===== src/rtl/data_cache_responder_pkg.sv =====
// Shared definitions for the data-cache responder: FSM encoding, address
// geometry and the word-alignment helper used for backing-memory addresses.
package data_cache_responder_pkg;

    localparam int ADDR_BITS          = 32;
    localparam int WORD_ADDR_BITS     = ADDR_BITS - 2;
    localparam int DEFAULT_INDEX_BITS = 6;

    typedef enum logic [1:0] {
        CACHE_IDLE  = 2'd0,
        CACHE_FILL  = 2'd1,
        CACHE_WRITE = 2'd2,
        CACHE_DONE  = 2'd3
    } cache_state_e;

    function automatic logic [ADDR_BITS-1:0] word_align(input logic [ADDR_BITS-1:0] addr);
        return {addr[ADDR_BITS-1:2], 2'b00};
    endfunction

endpackage


===== src/rtl/data_cache_responder_line_array.sv =====
// Direct-mapped line storage: combinational read port, one synchronous write
// port, and asynchronous clearing of the valid bits.
module data_cache_responder_line_array
    import data_cache_responder_pkg::*;
#(
    parameter int INDEX_BITS  = DEFAULT_INDEX_BITS,
    parameter int TAG_BITS    = WORD_ADDR_BITS - INDEX_BITS,
    parameter bit RESET_CLEAR = 1'b1
) (
    input  logic                  clk,
    input  logic                  rst_n,
    input  logic [INDEX_BITS-1:0] rd_index,
    output logic                  rd_valid,
    output logic [TAG_BITS-1:0]   rd_tag,
    output logic [31:0]           rd_data,
    input  logic                  we,
    input  logic [INDEX_BITS-1:0] wr_index,
    input  logic [TAG_BITS-1:0]   wr_tag,
    input  logic [31:0]           wr_data,
    input  logic                  set_valid
);

    localparam int LINES = 1 << INDEX_BITS;

    logic [LINES-1:0]    valid;
    logic [TAG_BITS-1:0] tag_arr  [LINES];
    logic [31:0]         data_arr [LINES];

    generate
        if (RESET_CLEAR) begin : g_valid_clear
            always_ff @(posedge clk or negedge rst_n) begin
                if (!rst_n) begin
                    valid <= '0;
                end else if (we && set_valid) begin
                    valid[wr_index] <= 1'b1;
                end
            end
        end else begin : g_valid_keep
            always_ff @(posedge clk) begin
                if (we && set_valid) begin
                    valid[wr_index] <= 1'b1;
                end
            end
        end
    endgenerate

    // NOTE: tag/data storage has no reset; valid gating makes its power-up contents irrelevant.
    always_ff @(posedge clk) begin
        if (we) begin
            tag_arr[wr_index]  <= wr_tag;
            data_arr[wr_index] <= wr_data;
        end
    end

    assign rd_valid = valid[rd_index];
    assign rd_tag   = tag_arr[rd_index];
    assign rd_data  = data_arr[rd_index];

endmodule


===== src/rtl/data_cache_responder.sv =====
// Write-through, no-write-allocate direct-mapped data cache in front of a
// req/ack backing memory; read hits complete with no stall.
module data_cache_responder
    import data_cache_responder_pkg::*;
#(
    parameter int INDEX_BITS  = DEFAULT_INDEX_BITS,
    parameter bit RESET_CLEAR = 1'b1
) (
    input  logic        clk,
    input  logic        reset,
    input  logic        read_en,
    input  logic        write_en,
    input  logic [31:0] EXT_ADDR,
    input  logic [31:0] EXT_MEM_IN,
    output logic [31:0] EXT_MEM_OUT,
    output logic        ext_cache_stall,
    output logic        mem_req,
    output logic        mem_we,
    output logic [31:0] MEM_ADDR,
    output logic [31:0] MEM_WDATA,
    input  logic        mem_ack,
    input  logic [31:0] MEM_RDATA
);

    localparam int TAG_BITS = WORD_ADDR_BITS - INDEX_BITS;

    cache_state_e          state;
    logic [31:0]           fill_reg;
    logic                  pending_read;

    logic [INDEX_BITS-1:0] index;
    logic [TAG_BITS-1:0]   tag;
    logic                  line_valid;
    logic [TAG_BITS-1:0]   line_tag;
    logic [31:0]           line_data;
    logic                  hit;

    logic                  arr_we;
    logic                  arr_set_valid;
    logic [31:0]           arr_data;
    logic                  stall_c;
    logic [31:0]           out_c;

    assign index = EXT_ADDR[INDEX_BITS+1:2];
    assign tag   = EXT_ADDR[31:INDEX_BITS+2];
    assign hit   = line_valid && (line_tag == tag);

    data_cache_responder_line_array #(
        .INDEX_BITS  (INDEX_BITS),
        .TAG_BITS    (TAG_BITS),
        .RESET_CLEAR (RESET_CLEAR)
    ) u_lines (
        .clk       (clk),
        .rst_n     (reset),
        .rd_index  (index),
        .rd_valid  (line_valid),
        .rd_tag    (line_tag),
        .rd_data   (line_data),
        .we        (arr_we),
        .wr_index  (index),
        .wr_tag    (tag),
        .wr_data   (arr_data),
        .set_valid (arr_set_valid)
    );

    // NOTE: every always_comb output gets a default first so no path infers a latch.
    always_comb begin
        arr_we        = 1'b0;
        arr_set_valid = 1'b0;
        arr_data      = MEM_RDATA;
        stall_c       = 1'b0;
        out_c         = '0;
        case (state)
            CACHE_IDLE: begin
                if (write_en) begin
                    stall_c = 1'b1;
                end else if (read_en) begin
                    if (hit) out_c   = line_data;
                    else     stall_c = 1'b1;
                end
            end
            CACHE_FILL: begin
                stall_c       = 1'b1;
                arr_we        = mem_ack;
                arr_set_valid = 1'b1;
            end
            CACHE_WRITE: begin
                // Write-through updates the cached copy only when the line already holds this address.
                stall_c  = 1'b1;
                arr_we   = mem_ack && hit;
                arr_data = MEM_WDATA;
            end
            CACHE_DONE: begin
                out_c = pending_read ? fill_reg : '0;
            end
            default: ;
        endcase
    end

    assign ext_cache_stall = reset && stall_c;
    assign EXT_MEM_OUT     = reset ? out_c : '0;

    // NOTE: sequential state uses non-blocking assignments so all flops update together at the edge.
    always_ff @(posedge clk or negedge reset) begin
        if (!reset) begin
            state        <= CACHE_IDLE;
            mem_req      <= 1'b0;
            mem_we       <= 1'b0;
            MEM_ADDR     <= '0;
            MEM_WDATA    <= '0;
            fill_reg     <= '0;
            pending_read <= 1'b0;
        end else begin
            case (state)
                CACHE_IDLE: begin
                    if (write_en) begin
                        state        <= CACHE_WRITE;
                        MEM_ADDR     <= word_align(EXT_ADDR);
                        MEM_WDATA    <= EXT_MEM_IN;
                        mem_we       <= 1'b1;
                        mem_req      <= 1'b1;
                        pending_read <= 1'b0;
                    end else if (read_en && !hit) begin
                        state        <= CACHE_FILL;
                        MEM_ADDR     <= word_align(EXT_ADDR);
                        mem_we       <= 1'b0;
                        mem_req      <= 1'b1;
                        pending_read <= 1'b1;
                    end
                end
                CACHE_FILL: begin
                    if (mem_ack) begin
                        fill_reg <= MEM_RDATA;
                        mem_req  <= 1'b0;
                        state    <= CACHE_DONE;
                    end
                end
                CACHE_WRITE: begin
                    if (mem_ack) begin
                        mem_req <= 1'b0;
                        mem_we  <= 1'b0;
                        state   <= CACHE_DONE;
                    end
                end
                CACHE_DONE: state <= CACHE_IDLE;
                default:    state <= CACHE_IDLE;
            endcase
        end
    end

endmodule


===== config.mk =====
export PLATFORM = sky130hd
export DESIGN_NAME = data_cache_responder
export DESIGN_NICKNAME = d
export VERILOG_FILES = /design/src/rtl/data_cache_responder_pkg.sv /design/src/rtl/data_cache_responder_line_array.sv /design/src/rtl/data_cache_responder.sv
export SDC_FILE = /design/constraint.sdc
export NUM_CORES = 2
export LEC_CHECK = 0
export CAP_MARGIN = 25
export CORE_ASPECT_RATIO = 0.75
export CORE_MARGIN = 1.5
export CORE_UTILIZATION = 55
export DETAILED_ROUTE_END_ITERATION = 16
export MAX_ROUTING_LAYER = met4
export PLACE_DENSITY_LB_ADDON = 0.25
export SLEW_MARGIN = 20
export SYNTH_ARGS = -nofsm -noshare
export SYNTH_HDL_FRONTEND = slang
export SYNTH_SLANG_ARGS = --single-unit

===== constraint.sdc =====
create_clock -name clk -period 8.2 [get_ports clk]
set_input_delay 1.64 -clock clk [delete_from_list [all_inputs] [get_ports clk]]
set_output_delay 1.64 -clock clk [all_outputs]
set_load 0.005 [all_outputs]

### Yosys cells after proc, flatten, opt, wreduce, memory -nomap -nowiden

Memories as Yosys holds them, arrays and structs flattened.
Index checks and enable logic that the tools add are counted.

| operators by class | value |
|---|---|
| bitwise operators | 1 |
| muxes and demuxes | 33 |
| reduce and logical (&&, ||, !) cells | 18 |
| magnitude comparators | 2 |
| eq/ne operators | 7 |

Operator list:

| operator | number |
|---|---|
| 32-bit two-way mux | 8 |
| 64-bit OR | 1 |
| 32-bit case mux with 2 select lines | 1 |
| 24-bit == test | 1 |
| 1-bit two-way mux | 14 |
| 1-bit case mux with 2 select lines | 4 |
| 2-bit AND reduction | 4 |
| 6-bit by 7-bit < comparator with 1-bit output, second input constant | 1 |
| 1-bit binary-select mux with 6-bit select | 1 |
| 1-bit demux with 6-bit select | 1 |
| 6-bit by 1-bit greater-or-equal comparator with 1-bit output, second input constant | 1 |
| 1-bit logical AND | 6 |
| 2-bit two-way mux | 3 |
| 2-bit case mux with 3 select lines | 1 |
| 3-bit AND reduction | 2 |
| 2-bit nonzero test | 3 |
| 2-bit == test, second input constant | 2 |
| 3-bit inequality test, second input constant | 1 |
| 2-bit by 1-bit == test with 1-bit output, second input constant | 1 |
| 2-bit zero test | 1 |
| 2-bit by 1-bit inequality test with 1-bit output, second input constant | 1 |
| 2-bit inequality test, second input constant | 1 |
| 2-bit OR reduction | 1 |
| 1-bit zero test | 1 |

| storage, ports and cells | value |
|---|---|
| memories kept | 2 |
| bits in writable memories | 3584 |
| input port bits | 101 |
| word-level logic and storage cells | 71 |
| bits in registers | 165 |
| output and inout port bits | 99 |

Memory list:

| name | words | width | rd ports | clocked after Yosys merged registers in | write ports | RTL line | RTL |
|---|---|---|---|---|---|---|---|
| u_lines.data_arr | 64 | 32 | 1 | 0 | 1 | data_cache_responder_line_array.sv:27 | `logic [31:0] data_arr [LINES];` |
| u_lines.tag_arr | 64 | 24 | 1 | 0 | 1 | data_cache_responder_line_array.sv:26 | `logic [TAG_BITS-1:0] tag_arr [LINES];` |

### Longest topological paths before layout

| depth | value |
|---|---|
| depth in word-level cells | 8 |
| gate-level depth with buffers | 20 |
| gate-level depth less buffers | 10 |

### Hierarchy

From an unflattened synthesis, not the netlist that was laid out.

| second synthesis, totals | value |
|---|---|
| cell total of the unflattened synthesis | 6462 |
| area, all modules | 143390.0 µm² |

By module, submodules not included:

| module | times used | cells an instance | sequential area each (µm²) | area an instance (µm²) |
|---|---|---|---|---|
| data_cache_responder_line_array | 1 | 6102 | 109224.8 | 138412.7 |
| data_cache_responder | 1 | 360 | 2477.4 | 4977.3 |

### Worst setup path before layout

Ideal clock, no wire load.

| timing path | value |
|---|---|
| kind | in2reg |
| start point | input EXT_ADDR[3] |
| end point | memory u_lines.data_arr[17][0] (enable) |
| stages on the path | 17 |
| data required time | 7.661 ns |
| slack | -0.916 ns |
| setup time | 0.539 ns |
| buffers on the path | 7 |
| arrival | 8.577 ns |
| cells stage by stage | buf_4 buf_6 buf_6 buf_2 buf_1 mux4_2 a22o_1 a2111oi_2 a21oi_1 nor3_2 xnor2_1 a2111oi_4 nand2_2 o21a_1 buf_4 buf_6 nor3_1 |

| on the way | value |
|---|---|
| longest elaborated chain between the ends | 7 |
| elaborated cells between the ends (all ways) | 9 |
| those cells by class | 1 x eq/ne; 5 x mux; 2 x reduce/logical; 1 x memory |

Ends and longest elaborated chain:

| element | RTL line | RTL |
|---|---|---|
| start, declared | data_cache_responder.sv:13 | `input logic [31:0] EXT_ADDR,` |
| memory read 64 x 24 bit or 1-bit binary-select mux with 6-bit select (tied branches) | - |  |
| 24-bit == test or 1-bit two-way mux (tied branches) | data_cache_responder.sv:46, data_cache_responder_line_array.sv:55 |  |
| 1-bit logical AND | data_cache_responder.sv:46 | `assign hit = line_valid && (line_tag == tag);` |
| 1-bit logical AND | data_cache_responder.sv:90 | `arr_we = mem_ack && hit;` |
| 1-bit case mux with 2 select lines | data_cache_responder.sv:73 | `case (state)` |
| 1-bit two-way mux | data_cache_responder_line_array.sv:49 | `if (we) begin` |
| 1-bit two-way mux (not written as such) | data_cache_responder_line_array.sv:51 | `data_arr[wr_index] <= wr_data;` |
| end, declared | data_cache_responder_line_array.sv:27 |  |

Parallel ways exist; a longest one is shown, timed or not. The select of a mux whose other input is x is not followed.

### Worst setup path in the final report

| timing path | value |
|---|---|
| start point | input EXT_ADDR[7] |
| end point | output EXT_MEM_OUT[30] |

| on the way | value |
|---|---|
| longest elaborated chain between the ends | 8 |
| elaborated cells between the ends (all ways) | 11 |
| those cells by class | 1 x eq/ne; 7 x mux; 1 x reduce/logical; 2 x memory |

Ends and longest elaborated chain:

| element | RTL line | RTL |
|---|---|---|
| memory read 64 x 24 bit or 1-bit binary-select mux with 6-bit select (tied branches) | - |  |
| 24-bit == test or 1-bit two-way mux (tied branches) | data_cache_responder.sv:46, data_cache_responder_line_array.sv:55 |  |
| 1-bit logical AND | data_cache_responder.sv:46 |  |
| 32-bit two-way mux * | data_cache_responder.sv:78 | `if (hit) out_c = line_data;` |
| 32-bit two-way mux * | data_cache_responder.sv:77 | `end else if (read_en) begin` |
| 32-bit two-way mux * | data_cache_responder.sv:75 | `if (write_en) begin` |
| 32-bit case mux with 2 select lines * | data_cache_responder.sv:73 |  |
| 32-bit two-way mux * | data_cache_responder.sv:101 | `assign EXT_MEM_OUT = reset ? out_c : '0;` |
| end, declared | data_cache_responder.sv:15 | `output logic [31:0] EXT_MEM_OUT,` |

Every way passes the cells marked *; elsewhere a longest branch is shown, timed or not. The select of a mux whose other input is x is not followed.

==> results.sh <==
export IMPL_status="finished clean"
export IMPL_ys_dominant_reg_cell="edfxtp_1"
export IMPL_dp_hpwl_mm=279
export IMPL_ir_drop_mv=0.228
export IMPL_synth_area_per_cell_um2=18.7
export IMPL_rows=161
export IMPL_ys_warn_count=0
export IMPL_postCtsSetupRepairBufs=0
export IMPL_cpMostUsedCell="buf_4"
export IMPL_drv_cap=0
export IMPL_pre_cts_ws_ps=-181
export IMPL_power_density_nw_per_um2=266
export IMPL_finish_utilization=0.639
export IMPL_cp_end_kind="output pin"
export IMPL_slowest_stage="clkdlybuf4s50_1"
export IMPL_dp_cells=11300
export IMPL_critPathKind="in -> out"
export IMPL_top_register="u_lines.data_arr"
export IMPL_drt_wirelength_per_cell_um=41.2
export IMPL_dieArea_um2=262000
export IMPL_synth_compound_area_frac=0.0847
export IMPL_yosys_area_share_simple=0.0303
export IMPL_fillerInstances=17300
export IMPL_grt_pass1_vias=82000
export IMPL_worstPathRequired_ps=6560
export IMPL_synth_ff_latch_count=3747
export IMPL_grt_antenna_before_repair=30
export IMPL_layout_commonest_cell="edfxtp_1"
export IMPL_grt_start_max_net_pins=69
export IMPL_clock_root_buffer="clkbuf_16"
export IMPL_viasPerCell=7.35
export IMPL_crit_chain="buf_4, buf_4, buf_4, nor2b_1, nand2_2, buf_4, buf_4, o2bb2ai_1, nor4_1, nor3_1, buf_4, and3_1, and4_1, nand4_4, buf_12, buf_12, o21ai_1, clkdlybuf4s50_1"
export IMPL_tightest_slew_ps=1060
export IMPL_max_freq_ghz=0.122
export IMPL_fp_dieH_um=444
export IMPL_synthMuxAreaShare=0.0807
export IMPL_dr_pass1_iters=7
export IMPL_cts_buffer_depth=4
export IMPL_cp_start_kind="primary input"
export IMPL_slowest_delay_ps=550
export IMPL_reg_largest_list="u_lines.data_arr: 2048 flops, u_lines.tag_arr: 1536 flops, u_lines.valid: 64 flops"
export IMPL_synth_xor_area_frac=0.00105
export IMPL_num_vias=87900
export IMPL_cts_buffers=348
export IMPL_largest_register_ffs=2048
export IMPL_synthAdderAreaFrac=0.000439
export IMPL_grt_pass1_wl_mm=667
export IMPL_netlist_instances=7626
export IMPL_overflow=0
export IMPL_clkSinkCount=3747
export IMPL_ant_nets=0
export IMPL_clock_latency_ps=930
export IMPL_drive_gt1_frac=0.201
export IMPL_initial_core_util=0.554
export IMPL_fin_hold_ws_ps=451
export IMPL_synth_distinct_cells=95
export IMPL_critPathArrivalTime_ps=6540
export IMPL_final_cell_mix="edfxtp_1, o22ai_1, buf_4"
export IMPL_synth_area_um2=142000
export IMPL_synth_top_family_by_area="compound AO/OA/AOI/OAI gates"
export IMPL_ys_seq_area_frac=0.784
export IMPL_min_period_ps=8180
export IMPL_skew_ps=50.1
export IMPL_nets=8331
export IMPL_fin_ws_ps=22.4
export IMPL_area_delta_synth_final_pct=15.4
export IMPL_rsz0062_at_grt="false"
export IMPL_synthArstFlopShare=0.0435
export IMPL_fp_dieW_um=591
export IMPL_drt_iter0_drc=17700
export IMPL_io_buffer_count=195
export IMPL_synth_edff_count=3584
export IMPL_remaining_drc_errors=0
export IMPL_timing_final_max_slew_violations=0
export IMPL_post_route_period_util=0.997
export IMPL_globalplace_congestion=0.920
export IMPL_worstHoldPathType="reg -> reg"
export IMPL_grt_usage=0.383
export IMPL_wl_mm=493
export IMPL_p_leak_uw=0.0541
export IMPL_final_hold_violation_count=0
export IMPL_clk_pin_slew_ps=60
export IMPL_ioPinCount=200
export IMPL_crit_fanout=17
export IMPL_tritoncts="done"
export IMPL_fin_setup_tns_ps=0
export IMPL_slew_limit_headroom=0.293
export IMPL_htreeDepth=5
export IMPL_core_area_um2=257000
export IMPL_finalSetupViolCount=0
export IMPL_fin_cells=12000
[cells by family after synthesis]
group                    Yosys count
AO/OA/AOI/OAI                   1725
XOR/XNOR                          17
adder cells (fa/ha/maj)            5
buffers and inverters            542
flip-flops                      3747
multiplexers                     828
other                              1
AND/OR/NAND/NOR                  761
[where the power goes]
group | total [uW] | internal [uW] | switching (uW) | leakage [uW]
Sequential | 22900 | 22700 | 213 | 0.0343
Combinational | 4740 | 1460 | 3280 | 0.0144
Clock | 16000 | 8940 | 7100 | 0.00537
[cell usage after synthesis, types with 43 or more instances]
master / instances / share of area
a22oi_1: 66 / 0.0035
o21ai_0: 121 / 0.0043
mux4_2: 230 / 0.036
a221oi_1: 79 / 0.0049
a21oi_1: 128 / 0.0045
nand2_1: 170 / 0.0045
a21o_1: 64 / 0.0034
mux2i_1: 336 / 0.024
buf_2: 127 / 0.0045
nor4_1: 121 / 0.0053
a22o_1: 56 / 0.0034
dfrtp_1: 163 / 0.029
mux2_2: 233 / 0.018
o221ai_1: 153 / 0.0094
o22ai_1: 763 / 0.034
nor2_1: 143 / 0.0038
buf_1: 84 / 0.0022
nor3_1: 62 / 0.0022
nor3_2: 53 / 0.0037
clkbuf_1: 241 / 0.0064
edfxtp_1: 3584 / 0.76
a211oi_1: 43 / 0.0023
[worst max-delay path: cells and delay by family]
| kind | cells | cell delay (ps) |
|---|---|---|
| buffers and inverters | 9 | 2660 |
| and+or+nand+nor | 7 | 1650 |
| AOI/OAI and AO/OA | 2 | 490 |
[path summary, 6_finish.rpt]
path | slack (ps) | endpoint | cells past startpoint | start
setup / recovery | 20 | EXT_MEM_OUT[30] | 18 | EXT_ADDR[7]
hold / removal | 450 | u_lines.valid[8]$_DFFE_PN0P_ | 1 | u_lines.valid[8]$_DFFE_PN0P_
setup reg to reg | 2990 | u_lines.tag_arr[14][3]$_DFFE_PP_ | 13 | u_lines.tag_arr[26][10]$_DFFE_PP_
hold reg to reg | 450 | u_lines.valid[8]$_DFFE_PN0P_ | 1 | u_lines.valid[8]$_DFFE_PN0P_
max in group asynchronous | 5030 | u_lines.valid[19]$_DFFE_PN0P_ | 5 | reset
min in group asynchronous | 650 | MEM_WDATA[28]$_DFFE_PN0P_ | 1 | reset
[layout make-up]
type / instances / area (um2) / area share
Tap cell: 3423 / 4280 / 0.0261
Clock inverter: 176 / 1670 / 0.0102
Inverter: 17 / 68.8 / 0.000419
Timing Repair Buffer: 773 / 8330 / 0.0507
Sequential cell: 3747 / 112000 / 0.680
Multi-Input combinational cell: 3338 / 28800 / 0.175
Antenna cell: 42 / 105 / 0.000639
Clock buffer: 454 / 9380 / 0.0571
[through the flow]
step                total power [uW]  area (um2)
global route                   44600      164000
finish                         43700      164000
floorplan                      25400      142000
global placement               27600      153000
detailed placement             27800      153000
CTS                            43500      164000
[per-layer routing]
metal  vias to the layer above  routed length, um  GRT usage
met3                      1415              82600      0.121
met1                     45000             177000      0.536
met2                      8434             208000      0.518
met5                         -                  0          -
li1                      33100                  -          -
met4                         0              25900      0.166
[repair_timing]
action                     4_1_cts  5_1_grt
hold buffers                     0        0
setup endpoints to repair       32       33
resized for setup                4       14
(Power assumes the default switching activity.)
